### src/rtl/pu_rf_pkg.sv
// Shared definitions for the PU register-file write-port controller:
// write-source encoding, reserved-register mask and configuration defaults.
package pu_rf_pkg;

    localparam int unsigned STARVE_MAX_DEF = 4;
    localparam int unsigned STARVE_CNT_W   = 4;

    // Reserved base registers: 8..18 and 31.
    localparam logic [31:0] RESERVED_MASK = 32'h8007_FF00;

    typedef enum logic [1:0] {
        SRC_NONE = 2'd0,
        SRC_ALU  = 2'd1,
        SRC_LD   = 2'd2,
        SRC_HOST = 2'd3
    } src_e;

    function automatic logic is_reserved(input logic [31:0] addr);
        return (addr < 32'd32) && RESERVED_MASK[addr[4:0]];
    endfunction

endpackage

### src/rtl/pu_rf_scoreboard.sv
// Per-register busy bits for outstanding loads, with two combinational
// check ports for the issue stage. A set and a clear on the same register
// in one cycle leave the bit set.
module pu_rf_scoreboard
    import pu_rf_pkg::*;
#(
    parameter int unsigned DEPTH_NBITS = 5
) (
    input  logic                   clk,
    input  logic                   rstn,
    input  logic                   set,
    input  logic [DEPTH_NBITS-1:0] set_addr,
    input  logic                   clr,
    input  logic [DEPTH_NBITS-1:0] clr_addr,
    input  logic [DEPTH_NBITS-1:0] chk_addr0,
    input  logic [DEPTH_NBITS-1:0] chk_addr1,
    output logic                   chk_busy0,
    output logic                   chk_busy1
);

    localparam int unsigned DEPTH = 1 << DEPTH_NBITS;

    logic [DEPTH-1:0] busy;
    logic [DEPTH-1:0] busy_nxt;

    // Clear first so a same-register set overrides it.
    always_comb begin
        busy_nxt = busy;
        if (clr) begin
            busy_nxt[clr_addr] = 1'b0;
        end
        if (set) begin
            busy_nxt[set_addr] = 1'b1;
        end
    end

    always_ff @(posedge clk or negedge rstn) begin
        if (!rstn) begin
            busy <= '0;
        end else begin
            busy <= busy_nxt;
        end
    end

    // No bypass: checks see the state before this cycle's updates.
    assign chk_busy0 = busy[chk_addr0];
    assign chk_busy1 = busy[chk_addr1];

endmodule

### src/rtl/pu_rf_wr_ctl.sv
// Register-file write-port controller: fixed-priority arbitration of ALU,
// load-return and host writes, load starvation relief, and load scoreboard.
// Optional reserved-register write protection: define PU_RF_WR_PROTECT_EN.
module pu_rf_wr_ctl
    import pu_rf_pkg::*;
#(
    parameter int unsigned WIDTH       = 32,
    parameter int unsigned DEPTH_NBITS = 5,
    parameter int unsigned STARVE_MAX  = STARVE_MAX_DEF
) (
    input  logic                   clk,
    input  logic                   rstn,

    input  logic                   alu_wr_valid,
    input  logic [DEPTH_NBITS-1:0] alu_wr_addr,
    input  logic [WIDTH-1:0]       alu_wr_data,
    output logic                   alu_hold,

    input  logic                   ld_wr_valid,
    output logic                   ld_wr_ready,
    input  logic [DEPTH_NBITS-1:0] ld_wr_addr,
    input  logic [WIDTH-1:0]       ld_wr_data,

    input  logic                   host_wr_valid,
    output logic                   host_wr_ready,
    input  logic [DEPTH_NBITS-1:0] host_wr_addr,
    input  logic [WIDTH-1:0]       host_wr_data,

    input  logic                   ld_issue,
    input  logic [DEPTH_NBITS-1:0] ld_issue_addr,
    input  logic [DEPTH_NBITS-1:0] chk_addr0,
    input  logic [DEPTH_NBITS-1:0] chk_addr1,
    output logic                   chk_busy0,
    output logic                   chk_busy1,

    output logic                   rf_wr,
    output logic [DEPTH_NBITS-1:0] rf_waddr,
    output logic [WIDTH-1:0]       rf_din,
    output logic                   prot_err
);

    localparam logic [STARVE_CNT_W-1:0] CNT_MAX  = '1;
    localparam logic [STARVE_CNT_W-1:0] CNT_HOLD = STARVE_CNT_W'(STARVE_MAX);

    src_e                    gnt_src;
    logic [DEPTH_NBITS-1:0]  gnt_addr;
    logic [WIDTH-1:0]        gnt_data;
    logic                    ld_gnt;
    logic                    drop;
    logic                    wr_en;
    logic [STARVE_CNT_W-1:0] starve_cnt;
    logic [STARVE_CNT_W-1:0] starve_nxt;
    logic                    hold_nxt;

    assign ld_wr_ready   = ~alu_wr_valid;
    assign host_wr_ready = ~alu_wr_valid & ~ld_wr_valid;
    assign ld_gnt        = ld_wr_valid & ld_wr_ready;

    // Fixed priority: ALU, then load return, then host.
    always_comb begin
        gnt_src  = SRC_NONE;
        gnt_addr = '0;
        gnt_data = '0;
        if (alu_wr_valid) begin
            gnt_src  = SRC_ALU;
            gnt_addr = alu_wr_addr;
            gnt_data = alu_wr_data;
        end else if (ld_wr_valid) begin
            gnt_src  = SRC_LD;
            gnt_addr = ld_wr_addr;
            gnt_data = ld_wr_data;
        end else if (host_wr_valid) begin
            gnt_src  = SRC_HOST;
            gnt_addr = host_wr_addr;
            gnt_data = host_wr_data;
        end
    end

`ifdef PU_RF_WR_PROTECT_EN
    // Datapath writes to reserved registers are granted but never reach the file.
    assign drop = ((gnt_src == SRC_ALU) || (gnt_src == SRC_LD)) &&
                  is_reserved(32'(gnt_addr));
`else
    assign drop = 1'b0;
`endif

    assign wr_en = (gnt_src != SRC_NONE) && !drop;

    // Consecutive cycles a pending load return has lost to the ALU; saturates.
    always_comb begin
        starve_nxt = '0;
        if (ld_wr_valid && !ld_gnt) begin
            starve_nxt = (starve_cnt == CNT_MAX) ? starve_cnt
                                                 : starve_cnt + STARVE_CNT_W'(1);
        end
    end

    // Pulse only on the transition into the threshold, never while parked there.
    assign hold_nxt = (starve_nxt == CNT_HOLD) && (starve_cnt != CNT_HOLD);

    always_ff @(posedge clk or negedge rstn) begin
        if (!rstn) begin
            rf_wr      <= 1'b0;
            rf_waddr   <= '0;
            rf_din     <= '0;
            prot_err   <= 1'b0;
            alu_hold   <= 1'b0;
            starve_cnt <= '0;
        end else begin
            rf_wr      <= wr_en;
            prot_err   <= drop;
            alu_hold   <= hold_nxt;
            starve_cnt <= starve_nxt;
            if (wr_en) begin
                rf_waddr <= gnt_addr;
                rf_din   <= gnt_data;
            end
        end
    end

    pu_rf_scoreboard #(
        .DEPTH_NBITS (DEPTH_NBITS)
    ) u_scoreboard (
        .clk       (clk),
        .rstn      (rstn),
        .set       (ld_issue),
        .set_addr  (ld_issue_addr),
        .clr       (ld_gnt),
        .clr_addr  (ld_wr_addr),
        .chk_addr0 (chk_addr0),
        .chk_addr1 (chk_addr1),
        .chk_busy0 (chk_busy0),
        .chk_busy1 (chk_busy1)
    );

endmodule

### config.mk
export PLATFORM = sky130hd
export DESIGN_NAME = pu_rf_wr_ctl
export DESIGN_NICKNAME = d
export VERILOG_FILES = /design/src/rtl/pu_rf_pkg.sv /design/src/rtl/pu_rf_scoreboard.sv /design/src/rtl/pu_rf_wr_ctl.sv
export SDC_FILE = /design/constraint.sdc
export NUM_CORES = 1
export LEC_CHECK = 0
export BUFFER_PORTS_ARGS = -buffer_cell sky130_fd_sc_hd__buf_2
export CORE_MARGIN = 2
export CORE_UTILIZATION = 52
export DETAILED_ROUTE_END_ITERATION = 16
export GPL_TIMING_DRIVEN = 1
export PLACE_DENSITY = 0.86
export SLEW_MARGIN = 10
export SYNTH_ARGS = -nofsm -noshare
export SYNTH_HDL_FRONTEND = slang
export SYNTH_HIERARCHICAL = 1
export SYNTH_SLANG_ARGS = --single-unit
### constraint.sdc
create_clock -name clk -period 2.8 [get_ports clk]
set_input_delay 0.56 -clock clk [delete_from_list [all_inputs] [get_ports clk]]
set_output_delay 0.56 -clock clk [all_outputs]
set_load 0.02 [all_outputs]
# Word level (Yosys, flattened, before mapping)

Cells that the tools add are included.

Logic and storage cells: 50
Register bits: 75
Output and inout bits: 44

Reductions and logical operators: 6
Muxes and demuxes: 21
Bitwise logic cells: 7
Equality and inequality tests: 3
$add $sub $neg: 1
Magnitude comparators: 6

Operators with widths:

| cell                                                                                | number |
|---|---|
| 32-bit two-way mux                                                                  | 5 |
| 32-bit bitwise AND                                                                  | 1 |
| 32-bit inverter                                                                     | 1 |
| 32-bit bitwise OR                                                                   | 1 |
| 5-bit by 6-bit < comparator with 1-bit output, second input constant                | 4 |
| 5-bit two-way mux                                                                   | 3 |
| 1-bit binary-select mux with 5-bit select                                           | 2 |
| 1-bit demux with 5-bit select                                                       | 2 |
| 5-bit by 1-bit greater-or-equal comparator with 1-bit output, second input constant | 2 |
| 4-bit two-way mux                                                                   | 2 |
| 2-bit two-way mux                                                                   | 3 |
| 4-bit by 1-bit adder with 4-bit output, second input constant                       | 1 |
| 4-bit by 3-bit == test with 1-bit output, second input constant                     | 1 |
| 4-bit == test, second input constant                                                | 1 |
| 1-bit logical AND                                                                   | 4 |
| 1-bit two-way mux                                                                   | 4 |
| 4-bit by 3-bit != test with 1-bit output, second input constant                     | 1 |
| 1-bit bitwise AND                                                                   | 2 |
| 1-bit inverter                                                                      | 2 |
| 2-bit nonzero test                                                                  | 1 |
| 1-bit logical NOT                                                                   | 1 |

# Longest topological paths before layout

Gate-level depths: netlist of the first run.

Depth in word-level cells: 9
Gate-level depth with buffers: 7

# Cells and area by module

Netlist of the first run, hierarchy kept.

Modules (own cells, without submodules):

| module           | area each (µm²) | cells an instance | times used |
|---|---|---|---|
| pu_rf_wr_ctl     | 2123.3          | 211               | 1 |
| pu_rf_scoreboard | 1954.4          | 207               | 1 |

# Worst setup path before layout of the first run

Ideal clock, no wire load.

Path type: in2out
From: input chk_addr0[1]
To: output chk_busy0
Setup slack: 707 ps
Data arrival time: 1533 ps
Data required time: 2240 ps
Buffers on the path: 2
Stages on the path: 7
Cell sequence: buf_6 buf_12 mux2i_1 a22oi_1 nand3_1 nand2_1 a311o_1

Longest elaborated chain between the ends: 2

Ends and longest elaborated chain:

| what                                      | RTL line               | source |
|---|---|---|
| start: declaration                        | pu_rf_wr_ctl.sv:31     | `input logic [DEPTH_NBITS-1:0] chk_addr0,` |
| 1-bit binary-select mux with 5-bit select | pu_rf_scoreboard.sv:46 | `assign chk_busy0 = busy[chk_addr0];` |
| 1-bit two-way mux (implied by the code)   | pu_rf_scoreboard.sv:46 |  |
| end: declaration                          | pu_rf_wr_ctl.sv:33     | `output logic chk_busy0,` |

No other way between the ends. The select of a mux whose other input is x is not followed.

# Worst setup path after layout of the first run

From: input chk_addr1[1]
To: output chk_busy1

Longest elaborated chain between the ends: 2

Ends and longest elaborated chain:

| what                                      | RTL line               | source |
|---|---|---|
| start: declaration                        | pu_rf_wr_ctl.sv:32     | `input logic [DEPTH_NBITS-1:0] chk_addr1,` |
| 1-bit binary-select mux with 5-bit select | pu_rf_scoreboard.sv:47 | `assign chk_busy1 = busy[chk_addr1];` |
| 1-bit two-way mux (implied by the code)   | pu_rf_scoreboard.sv:47 |  |
| end: declaration                          | pu_rf_wr_ctl.sv:34     | `output logic chk_busy1,` |

No other way between the ends. The select of a mux whose other input is x is not followed.

==> results of run 1 <==
==> synthesized netlist by cell type, types with 2 or more instances <==
cell,instances
sky130_fd_sc_hd__dfrtp_1,75
sky130_fd_sc_hd__o21ai_0,65
sky130_fd_sc_hd__o22ai_1,63
sky130_fd_sc_hd__a21oi_1,43
sky130_fd_sc_hd__mux2i_1,33
sky130_fd_sc_hd__nand2_1,18
sky130_fd_sc_hd__nor2_1,13
sky130_fd_sc_hd__buf_2,11
sky130_fd_sc_hd__nand3b_1,11
sky130_fd_sc_hd__o22ai_2,10
sky130_fd_sc_hd__nand3_1,9
sky130_fd_sc_hd__a22oi_1,8
sky130_fd_sc_hd__clkbuf_1,8
sky130_fd_sc_hd__buf_6,5
sky130_fd_sc_hd__or3b_2,5
sky130_fd_sc_hd__inv_1,4
sky130_fd_sc_hd__or3_1,4
sky130_fd_sc_hd__a211oi_1,3
sky130_fd_sc_hd__nand2b_1,3
sky130_fd_sc_hd__nor2b_1,3
sky130_fd_sc_hd__a311o_1,2
sky130_fd_sc_hd__and2_1,2
sky130_fd_sc_hd__and2b_1,2
sky130_fd_sc_hd__buf_12,2
sky130_fd_sc_hd__buf_4,2
sky130_fd_sc_hd__ha_1,2
sky130_fd_sc_hd__nand4b_1,2
sky130_fd_sc_hd__nor3_1,2
==> layout make-up <==
cell class	count	area, sq um
Antenna cell	1	2.502
Clock buffer	11	151.4
Clock inverter	4	97.59
Fill cell	633	2459
Inverter	4	15.01
Multi-Input combinational cell	311	1989
Sequential cell	75	1877
Tap cell	102	127.6
Timing Repair Buffer	180	928.4
==> logic make-up (layout without fill, tap and decap cells) <==
logic type | after synthesis | count (layout) | synth area share (%)
buffers and inverters | 32 | 199 | 5.185
adder cells (fa/ha/maj) | 2 | 2 | 0.6136
flip-flops | 75 | 75 | 46.03
XOR/XNOR | 1 | 1 | 0.2148
AO/OA/AOI/OAI | 197 | 197 | 29.24
other | 1 | 2 | 0.09196
AND/OR/NAND/NOR | 77 | 77 | 10.52
multiplexers | 33 | 33 | 8.101
==> worst max-delay path: cells and delay by family <==
family	cells	cell delay [ps]
buffers and inverters	2	540
AOI/OAI and AO/OA	3	480
muxes	1	240
and+or+nand+nor	1	110
==> per-layer routing <==
metal  wire, um  part of all wire (%)  GRT usage (%)  up-vias
met5          0                     0              0        -
met4        531                   4.2          17.29        0
li1           -                     -              -     1926
met2       6328                    50          50.18      220
met3       1122                   8.9          6.672       45
met1       4679                    37          35.27     1967
==> power by group <==
part	internal, mW	total, mW	switching [mW]
clock network	0.636	1.02	0.385
logic	0.299	0.697	0.398
registers	1.25	1.39	0.147
==> placed cells by master (no fill, tap or decap), types with 2 or more instances in the layout <==
| master | count |
|---|---|
| sky130_fd_sc_hd__nor2_1 | 13 |
| sky130_fd_sc_hd__nor2b_1 | 3 |
| sky130_fd_sc_hd__nand2_1 | 18 |
| sky130_fd_sc_hd__nor3_1 | 2 |
| sky130_fd_sc_hd__dfrtp_1 | 75 |
| sky130_fd_sc_hd__nand3b_1 | 11 |
| sky130_fd_sc_hd__and2b_1 | 2 |
| sky130_fd_sc_hd__or3b_2 | 5 |
| sky130_fd_sc_hd__a21oi_1 | 43 |
| sky130_fd_sc_hd__nand2b_1 | 3 |
| sky130_fd_sc_hd__mux2i_1 | 33 |
| sky130_fd_sc_hd__clkbuf_8 | 11 |
| sky130_fd_sc_hd__a22oi_1 | 8 |
| sky130_fd_sc_hd__inv_1 | 3 |
| sky130_fd_sc_hd__buf_2 | 174 |
| sky130_fd_sc_hd__or3_1 | 4 |
| sky130_fd_sc_hd__nand3_1 | 9 |
| sky130_fd_sc_hd__nand4b_1 | 2 |
| sky130_fd_sc_hd__bufinv_16 | 3 |
| sky130_fd_sc_hd__and2_1 | 2 |
| sky130_fd_sc_hd__buf_4 | 5 |
| sky130_fd_sc_hd__o21ai_0 | 65 |
| sky130_fd_sc_hd__o22ai_2 | 10 |
| sky130_fd_sc_hd__ha_1 | 2 |
| sky130_fd_sc_hd__a311o_1 | 2 |
| sky130_fd_sc_hd__o22ai_1 | 63 |
| sky130_fd_sc_hd__a211oi_1 | 3 |
==> worst max path at each step <==
| stage | cells after the start | to | from |
|---|---|---|---|
| 6_report | 7 | chk_busy1 | chk_addr1[1] |
| 5_1_grt | 7 | chk_busy1 | chk_addr1[1] |
| 4_1_cts | 7 | chk_busy0 | chk_addr0[1] |
| 3_5_place_dp | 7 | chk_busy0 | chk_addr0[1] |
| 3_3_place_gp | 7 | chk_busy0 | chk_addr0[1] |
| 2_1_floorplan | 7 | chk_busy0 | chk_addr0[1] |
==> registers in the layout, summed over array words and instances (netlist names) <==
signal	count
alu_hold	1
rf_din	32
rf_waddr	5
rf_wr	1
starve_cnt	4
u_scoreboard/busy	32
==> per-stage QoR <==
step | hold WS (ps) | cell area, sq um
after detailed placement | 537.0 | 4937
after global placement | 525.2 | 4937
final | 265.8 | 5189
after global routing | 315.0 | 5186
after CTS | 286.0 | 5186
after floorplan | 264.4 | 4078
==> results.txt, run 1 <==
- Setup violations remaining at the end of the flow were counted as 0.
- The finished layout holds 688 standard cells, fillers aside.
* Total CTS buffers: 9
- For this run, asynchronously set or reset flops after synthesis account for 100.0%.
- Summed over all layers, the global routing overflow is 0.
- Worst Setup Start Kind: primary input
- The floorplan step defined a core boundary enclosing 7647 sq um.
* Finished Core Util: 67.85%
* Crit path max-delay cell type: sky130_fd_sc_hd__buf_2
* Setup repair after global routing missed its margin: false
- The number of setup buffers added after CTS is 0.
* Cell count after placement: 672
- Half-perimeter wire length after detailed placement: 9.486 mm
* Pin count of the biggest net entering global routing: 51
- After synthesis, flip-flops and latches occupy 46.03% of the total area.
- After detailed routing, the average wire length per cell comes to 18.40 um.
- In this run the horizontal extent of the chip is 92.56 um.
- OpenSTA, run right after detailed placement, puts the worst setup slack at 313.8 ps.
* Y dimension of the die: 92.56 um
- The post-route netlist has 36.41% of its cells at a drive strength greater than 1.
- In this run the critical register-to-register path is launched from starve_cnt[0].
- Initial antenna violation count: 0
- Leakage power figure: 2.348 nW
* Post-synth cell types: 36
- Most used flip-flop cell after synthesis: sky130_fd_sc_hd__dfrtp_1
- Subtracting the final worst setup slack from the clock period gives 2511 ps.
* Relative max-transition margin: 52.24%
* Total Die Area: 8566 sq um
- Post-route fraction of the period consumed by the critical path: 89.68%
- The average instance in the mapped netlist occupies 9.755 sq um.
* Sink count of the clock tree: 75
- Sum of internal, switching and leakage power: 3.112 mW
* Number of buffers inserted by hold repair at cts: 0
* Number of maximum-capacitance constraint violations: 0
* Logic depth of the worst register-to-register path: 4
* Status: completed
- Across the VDD grid, the largest voltage drop is 0.5587 mV.
- Nets: 715
* DRT antenna net count: 0
- Port buffer count: 174
- Clock skew on the completed layout was measured at 4.833 ps.
* Via count: 4158
* Overall Global Routing Usage: 29.90%
* Cell type contributing the most total cell area after synthesis: sky130_fd_sc_hd__dfrtp_1
- The synthesized netlist occupies a cell area of 4078 sq um.
- Most used cell along the critical path: sky130_fd_sc_hd__buf_2
- Number of iterations in the first detailed-routing pass: 5
- No sink is reached through more buffers than the 2 on the longest clock path.
- Post-Syn Nets: 552
* Area overhead of the layout relative to synthesis: 27.25%
- The endpoint identified for the worst register-to-register timing path is alu_hold.
* Worst setup slack for register-to-register paths: 1150 ps
- In the routed design, unresolved DRC markers number 0.
- In the synthesized netlist, the number of instances is 418.
* Mean number of vias per cell: 6.044
- For this design the top-level I/O count stands at 176.
- In this run the power density over the cells is 599.7 nW/um^2.
- Min-Delay Path Class: in2async
- STA classifies the critical path endpoint as an output pin.
- The number of global-route vias before repair was 4276.
- CTS tree: yes
- Start-to-end type of the worst setup path: in2out
- Starting density of the core: 53.32%
- Cell types occupying the most area after synthesis: sky130_fd_sc_hd__dfrtp_1, sky130_fd_sc_hd__o22ai_1, sky130_fd_sc_hd__mux2i_1, sky130_fd_sc_hd__o21ai_0, sky130_fd_sc_hd__a21oi_1
- In this run, the number of DRC markers left after iteration 0 of detailed routing was 286.
- After clock tree synthesis, the clock-pin slew on the worst setup and hold paths is 80 ps.
- Synthesis inferred 75 register bits.
- Std-Cell Rows: 32
* Gp weighted congestion: 0.8934
* Number of flops mapped to enable cells by yosys: 0
* Final hold vios: 0
* CTS H-tree lvls: 3
- First-pass GRT wire length: 20.15 mm
* Largest driver fanout on the critical path: 16
* Final Max Slew Viols: 0
* Critical-path cell list: buf_2 > mux2i_1 > a22oi_1 > nand4b_1 > a21oi_1 > a311o_1 > buf_2
- For the worst setup path, the data required time is 2240 ps.
* Yosys synthesis warning count: 6
* Final worst slack: 288.8 ps
* CP arrival: 1950 ps
- The final layout contains routed wiring with a total length of 12.66 mm.
* Slew @ Worst Pin: 716.4 ps
- Sum Neg Setup Slack: 0 ps
- Crit path largest cell delay: 380 ps
- Number of resized instances in the post-cts repair step: 0
- Portion of synthesized cell area occupied by the leading cell type: 46.03%
- Clock latency on the worst-skew pair, taken at its later pin, is 330 ps.
- Fmax: 398.2 MHz
- Clock tree synthesis selected as its root buffer the cell sky130_fd_sc_hd__clkbuf_8.
Power figures use the tool's default switching activity.
==> inputs of run 2 (changes only) <==
CORE_MARGIN = 4   (was 2)
clock period = 2.9 ns   (was 2.8 ns; I/O delays follow)
==> run 2 against run 1 <==
Against the previous run: cell count shrank 0.15%; register-to-register slack better by 30 ps; first-iteration DRC count rose by 23%; power fell by 8.6%; die area rose by 8.8%; hold slack gained 14 ps; core utilization down 1.0 points; via count rose by 4.1%; sequential share of layout area rose by 0.35 points; non-clock buffer count did not move; design area down 0.96%; critical endpoint unchanged; routed wire length grew 6.0%.
==> results.txt, run 2 (same netlist as run 1, synthesis figures left out) <==
- The flow ran to the end, and the final reports show no timing, DRC or antenna violations.
- # DRC: 0
* CP arrival: 2010 ps
- Fmax: 386.1 MHz
* Start-to-end type of the worst setup path: in2out
- CTS H-tree lvls: 3
- TritonCTS built the clock tree.
- Sink count of the clock tree: 75
- Area overhead of the layout relative to synthesis: 26.02%
- Area of the placeable core: 7687 sq um
- Min-Delay Path Class: in2async
* Min Hold Slack: 279.6 ps
- In this run switching power makes up 32.13% of total power.
- Setup total negative slack on the finished layout was measured at 0 ps.
- The root buffer cell chosen for the clock tree is sky130_fd_sc_hd__clkbuf_8.
- The largest registers in the layout are rf_din: 32 flops, u_scoreboard/busy: 32 flops, rf_waddr: 5 flops.
- Count of inserted antenna diode cells: 0
- Sum of overflow across all layers after global routing: 0
- Once placement finished, the instance area stood at 4937 sq um.
- Of the available clock period, the critical path in the final layout requires 89.31%.
* Crit path max-delay cell type: sky130_fd_sc_hd__buf_2
* Most used cell along the critical path: sky130_fd_sc_hd__buf_2
- The analysis attributes to cell leakage a power of 2.324 nW.
- Setup violations remaining at the end of the flow were counted as 0.
* First-pass GRT wire length: 20.48 mm
- # fillers: 654
- DR iter-0 viols: 352
- Of the cells placed in the final design, the portion with a size suffix greater than 1 is 36.41%.
* Total CTS buffers: 9
* Number of standard cells in the layout, taps in and fillers out: 687
- Final setup skew: 4.582 ps
- Latest clock arrival within the worst-skew pair: 340 ps
- Combinational power share: 24.0%
- Destination of the worst register-to-register timing path: alu_hold
- Via count: 4327
- Multi-input combinational cell area: 1989 sq um
- In this run, the clock network consumes 28.4% of the power.
* Buffer count from post-CTS setup fixing: 0
* Starting density of the core: 53.04%
- Overall Global Routing Usage: 28.76%
- At the worst endpoint, the required time is 2320 ps.
- Power per cell area: 553.8 nW/um^2
* Crit-path leading delay family: buffers and inverters
- During placement, the flow inserted port buffers numbering 174.
- Summing all non-filler instances in the final layout gives an area of 5139 sq um.
- Count of pins on the block boundary: 176
- Slew @ Worst Pin: 783.6 ps
- Once placement completed, the tool counted placed cells totaling 672.
- The number of antenna violations at the first check in global routing is 1.
- Reg-to-reg startpoint: starve_cnt[0]
- Y dimension of the die: 96.56 um
- The library cell used most frequently in the layout, excluding fill and tap cells, is sky130_fd_sc_hd__buf_2.
* Net Sw Power: 0.9144 mW
* Std-Cell Rows: 32
- The library cells used most frequently in the layout, excluding fill and tap cells, are sky130_fd_sc_hd__buf_2, sky130_fd_sc_hd__dfrtp_1, sky130_fd_sc_hd__o21ai_0.
- DRT antenna net count: 0
- DRT Wirelength: 13.43 mm
- Largest driver fanout on the critical path: 16
- Via count of the first global-routing pass: 4202
* Number of resized instances in the post-cts repair step: 0
- The final count of hold timing violations is 0.
- STA classifies the critical path startpoint as a primary input.
- CP bufs+invs: 2
- The internal power of the cells totals 1.931 mW.
- Maximum ir drop on the vdd rail: 0.3792 mV
- Crit path largest cell delay: 380 ps
- Clock-pin slew reported for the worst setup and hold paths after clock tree synthesis: 80 ps
- Across the run, the number of max-cap violations was 0.
- Worst setup slack for register-to-register paths: 1180 ps
- Largest buffer count on any clock path: 2
- Pin count of the biggest net entering global routing: 47
* Floorplan die width: 96.56 um
- Measured in cells, the most critical reg-to-reg path has a length of 4.
- Summed over all nets, the half-perimeter wirelength after detailed placement is 9.999 mm.
- Dividing the detail-routed wire length by the instance count gives 19.54 um.
- Setup repair after global routing left no endpoint under its margin.
- Mean number of vias per cell: 6.298
- Across the whole layout, storage elements account for 1877 sq um.
- Logic depth of the worst setup path including buffers: 7
- Critical Path End: chk_busy1
* Relative max-transition margin: 47.76%
- Tracing the worst setup path back leads to its startpoint at chk_addr1[1].
- The number of slew-limit violations in the final report was 0.
* Gp weighted congestion: 1.005
* Critical-path cell list: buf_2 > mux2i_1 > a22oi_1 > nand4b_1 > a21oi_1 > a311o_1 > buf_2
* Total Die Area: 9323 sq um
* Nets: 715
- Element type at the critical path end: output pin
- The first detailed-routing pass took 5 iterations.
* Min Clock Period, post-route: 2590 ps
- Buffers inserted to repair hold after CTS numbered 0.
* Register share of total power: 47.6%
==> run 2: cell types whose count changed in the layout (fill, tap and decap cells not counted), sizes merged <==
| cell | before | now |
|---|---|---|
| bufinv | 3 | 1 |
| clkinv | 0 | 1 |
| clkinvlp | 1 | 2 |
| diode | 1 | 0 |
==> run 2: worst min-delay path by stage <==
stage / startpoint / to / slack (ps)
finish: rstn / rf_din[16] / 280
global route: rstn / rf_din[0] / 340
CTS: rstn / rf_din[0] / 300
detailed placement: u_scoreboard/busy[17] / u_scoreboard/busy[17] / 550
global placement: u_scoreboard/busy[10] / u_scoreboard/busy[10] / 520
floorplan: rstn / alu_hold / 280
==> run 2: power groups by stage <==
stage,Clock [mW],Combinational (mW),Sequential [mW]
2_1_floorplan,0,0.357,1.37
6_report,0.808,0.683,1.36
3_3_place_gp,0,0.636,1.36
5_1_grt,0.854,0.744,1.37
3_5_place_dp,0,0.673,1.36
4_1_cts,0.814,0.676,1.34
==> run 2: cell type report <==
class / instances / share of cell area [%]
clock buffers: 11 / 2.946
clock inverters: 4 / 0.9739
inverters: 4 / 0.2922
multi-input cells: 311 / 38.71
flip-flops and latches: 75 / 36.52
well taps: 102 / 2.484
repair buffers: 180 / 18.07
==> run 2: metal layers <==
layer | wire [um] | track usage [%] | vias up
met5 | 12 | 0 | -
met4 | 535 | 14.49 | 2
met3 | 1232 | 6.507 | 55
met2 | 6767 | 48.28 | 268
met1 | 4877 | 34.73 | 2074
li1 | - | - | 1928
==> run 2: metrics by stage <==
| step | util, % | setup slack, ps | power [mW] |
|---|---|---|---|
| finish | 66.85 | 310.0 | 2.846 |
| global route | 66.85 | 275.0 | 2.967 |
| CTS | 66.85 | 338.0 | 2.834 |
| detailed placement | 64.23 | 343.9 | 2.035 |
| global placement | 64.23 | 424.2 | 1.993 |
| floorplan | - | 767.5 | 1.726 |
==> run 2: worst register-to-register path: cells and delay by family, from the launching register on <==
kind            cells  cell delay, ps
simple gates        2             500
compound gates      1             290
fa+ha+maj           1             330
flops               1             500
==> inputs of run 3 (changes only) <==
CORE_UTILIZATION = 43   (was 52)
PLACE_DENSITY = 0.76   (was 0.86)
clock period = 2.1 ns   (was 2.9 ns; I/O delays follow)
==> run 3 against run 2 <==
Against the previous run: global-route usage is 5.6 points lower; sequential share of layout area is 0.88 points lower; critical path depth is 1 lower; largest power group unchanged.
==> results.txt, run 3 (same netlist as run 1, synthesis figures left out) <==
- Y dimension of the die: 105.4 um
- Crit path max-delay cell type: sky130_fd_sc_hd__dfrtp_1
* Number of maximum-capacitance constraint violations: 0
* Element type at the critical path end: output pin
- The largest registers in the layout are rf_din: 32 flops, u_scoreboard/busy: 32 flops, rf_waddr: 5 flops.
- # DRC: 0
* Global routing met1 resource utilization: 29.69%
* Share of post-route cells with drive strength above 1: 36.66%
* DR iter-0 viols: 296
- 0 antenna diodes ended up in the layout.
- For this design, the CTS-stage hold fixing added 0 buffers.
- Final Max Slew Viols: 0
- The pre-antenna-repair detailed-routing pass consisted of 5 iterations.
* Worst Setup Start Kind: flop
- Global routing finished with a remaining overflow of 0.
* Via count: 4134
- The analysis attributes to cell leakage a power of 2.373 nW.
- Port buffering added 174 buffers.
- Power share of the clock group: 29.0%
- In this run the core area contains 35 standard-cell rows.
- Detailed placement finished with a half-perimeter wire length of 9.882 mm.
- Register share of total power: 47.1%
- The die is 105.4 um wide.
- Power per cell area: 760.8 nW/um^2
- In this run the critical register-to-register path is launched from starve_cnt[0].
* Top library cells by usage in the layout, fill and taps aside: sky130_fd_sc_hd__buf_2, sky130_fd_sc_hd__dfrtp_1, sky130_fd_sc_hd__o21ai_0
- The analysis attributes to net switching a power of 1.269 mW.
- The worst-case IR drop observed on VDD is 0.3922 mV.
- Summing internal, switching and leakage power gives 4.006 mW.
* DRT Wirelength: 13.07 mm
- Post-route fraction of the period consumed by the critical path: 98.83%
- Broken down by cell family, the worst path's largest delay share belongs to compound AO/OA/AOI/OAI gates.
- Worst setup slack for register-to-register paths: 420 ps
- Sink count of the clock tree: 75
- Clock-pin slew reported for the worst setup and hold paths after clock tree synthesis: 80 ps
- Slew @ Worst Pin: 511.5 ps
- Min-Delay Path Class: in2async
- Area overhead of the layout relative to synthesis: 29.12%
- Setup violations remaining at the end of the flow were counted as 0.
- After detailed routing, the number of vias per cell comes to 5.734.
- At the worst endpoint, the arrival time is 1660 ps.
- Starting density of the core: 44.13%
* Gp weighted congestion: 1.014
- Nets: 721
- The number of antenna violations at the first check in global routing is 0.
- Global routing used 23.17% of the available tracks across all layers.
- Area of the placeable core: 9240 sq um
- Total Die Area: 11100 sq um
- Latest clock arrival within the worst-skew pair: 340 ps
- Worst EP required: 1680 ps
* Destination of the worst register-to-register timing path: alu_hold
- Net switching is 31.69% of the power.
- Setup repair after global routing missed its margin: true
* CTS H-tree lvls: 3
- In the final routed layout, each cell accounts on average for 18.12 um.
- Sum Neg Setup Slack: 0 ps
- Static timing analysis puts the maximum clock frequency at 481.8 MHz.
- Largest buffer count on any clock path: 2
* Internal power: 2.736 mW
* Logic depth of the worst register-to-register path: 4
- Final setup skew: 5.391 ps
* Pin count of the biggest net entering global routing: 51
* Final hold vios: 0
- The first global-routing pass estimated 20.81 mm of wire.
- Via count of the first global-routing pass: 4128
- Layer with the highest usage after global routing: met2
- Clock tree synthesis inserted a total of 9 buffers.
- Count of pins on the block boundary: 176
- Subtracting the final worst setup slack from the clock period gives 2076 ps.
- Once detail routing completed, the nets flagged for antenna violations numbered 0.
- The worst pin sits at a relative slew slack of 65.90%.
- Root buffer cell: sky130_fd_sc_hd__clkbuf_8
* Status: completed
- Critical-path cell list: mux2i_1 > a22oi_1 > nand4b_1 > a21oi_1 > a311o_1 > buf_6
* Crit path largest cell delay: 440 ps
- CP bufs+invs: 1
* Start-to-end type of the worst setup path: reg2out
- Of all nets on the critical path, the largest fanout is 3.
* Met2 GRT Util: 38.75%
* Most common cell after layout, fill and taps aside: sky130_fd_sc_hd__buf_2
- Met3 capacity usage during global routing: 4.960%
- CTS tree: yes
- In this run, the combinational gates consume 23.9% of the power.
==> run 3: timing repair <==
item	4_1_cts	5_1_grt
endpoints found under the setup margin	2	2
buffers inserted	0	1
pin swaps	4	5
resized for setup	4	1
cloned	0	0
==> run 3: power by group through the flow <==
stage	combinational (mW)	sequential, mW	clock, mW
4_1_cts	0.947	1.88	1.18
5_1_grt	1.05	1.90	1.25
3_3_place_gp	0.905	1.90	0
6_report	0.957	1.89	1.16
3_5_place_dp	0.937	1.90	0
2_1_floorplan	0.493	1.89	0
==> run 3: final cells by class <==
cell class	instances	area, sq um
Sequential cell	75	1877
Timing Repair Buffer	186	1016
Inverter	4	15.01
Tap cell	129	161.4
Multi-Input combinational cell	311	1989
Clock inverter	1	30.03
Fill cell	861	3975
Clock buffer	15	176.4
==> run 3: worst max-delay path by stage <==
stage | start | end | cells past startpoint
5_1_grt | u_scoreboard/busy[17] | chk_busy1 | 6
3_5_place_dp | chk_addr0[1] | chk_busy0 | 8
6_report | u_scoreboard/busy[23] | chk_busy0 | 6
4_1_cts | u_scoreboard/busy[19] | chk_busy1 | 6
3_3_place_gp | chk_addr0[1] | chk_busy0 | 8
2_1_floorplan | chk_addr0[1] | chk_busy0 | 7
==> run 3: worst reg2reg max path, stage by stage (launching register included) <==
cell	delay (ps)
sky130_fd_sc_hd__dfrtp_1	500
sky130_fd_sc_hd__ha_1	320
sky130_fd_sc_hd__nand3_2	160
sky130_fd_sc_hd__or3_1	350
sky130_fd_sc_hd__a221oi_2	260
==> run 3: per-layer routing <==
layer / vias up / share of wire [%]
met3: 23 / 8.6
met1: 1963 / 40
met5: - / 0
met4: 0 / 1.7
li1: 1943 / -
met2: 205 / 50
==> run 3: per-stage QoR <==
stage	worst slack, ps	instance area (sq um)	util (%)	hold slack (ps)	cells
2_1_floorplan	287.5	4078	-	124.4	418
3_3_place_gp	70.89	5036	54.50	420.4	704
3_5_place_dp	46.91	5036	54.50	422.6	704
4_1_cts	-7.334	5254	56.86	41.60	720
5_1_grt	-56.14	5265	56.98	64.83	721
6_report	24.49	5265	56.98	35.34	721
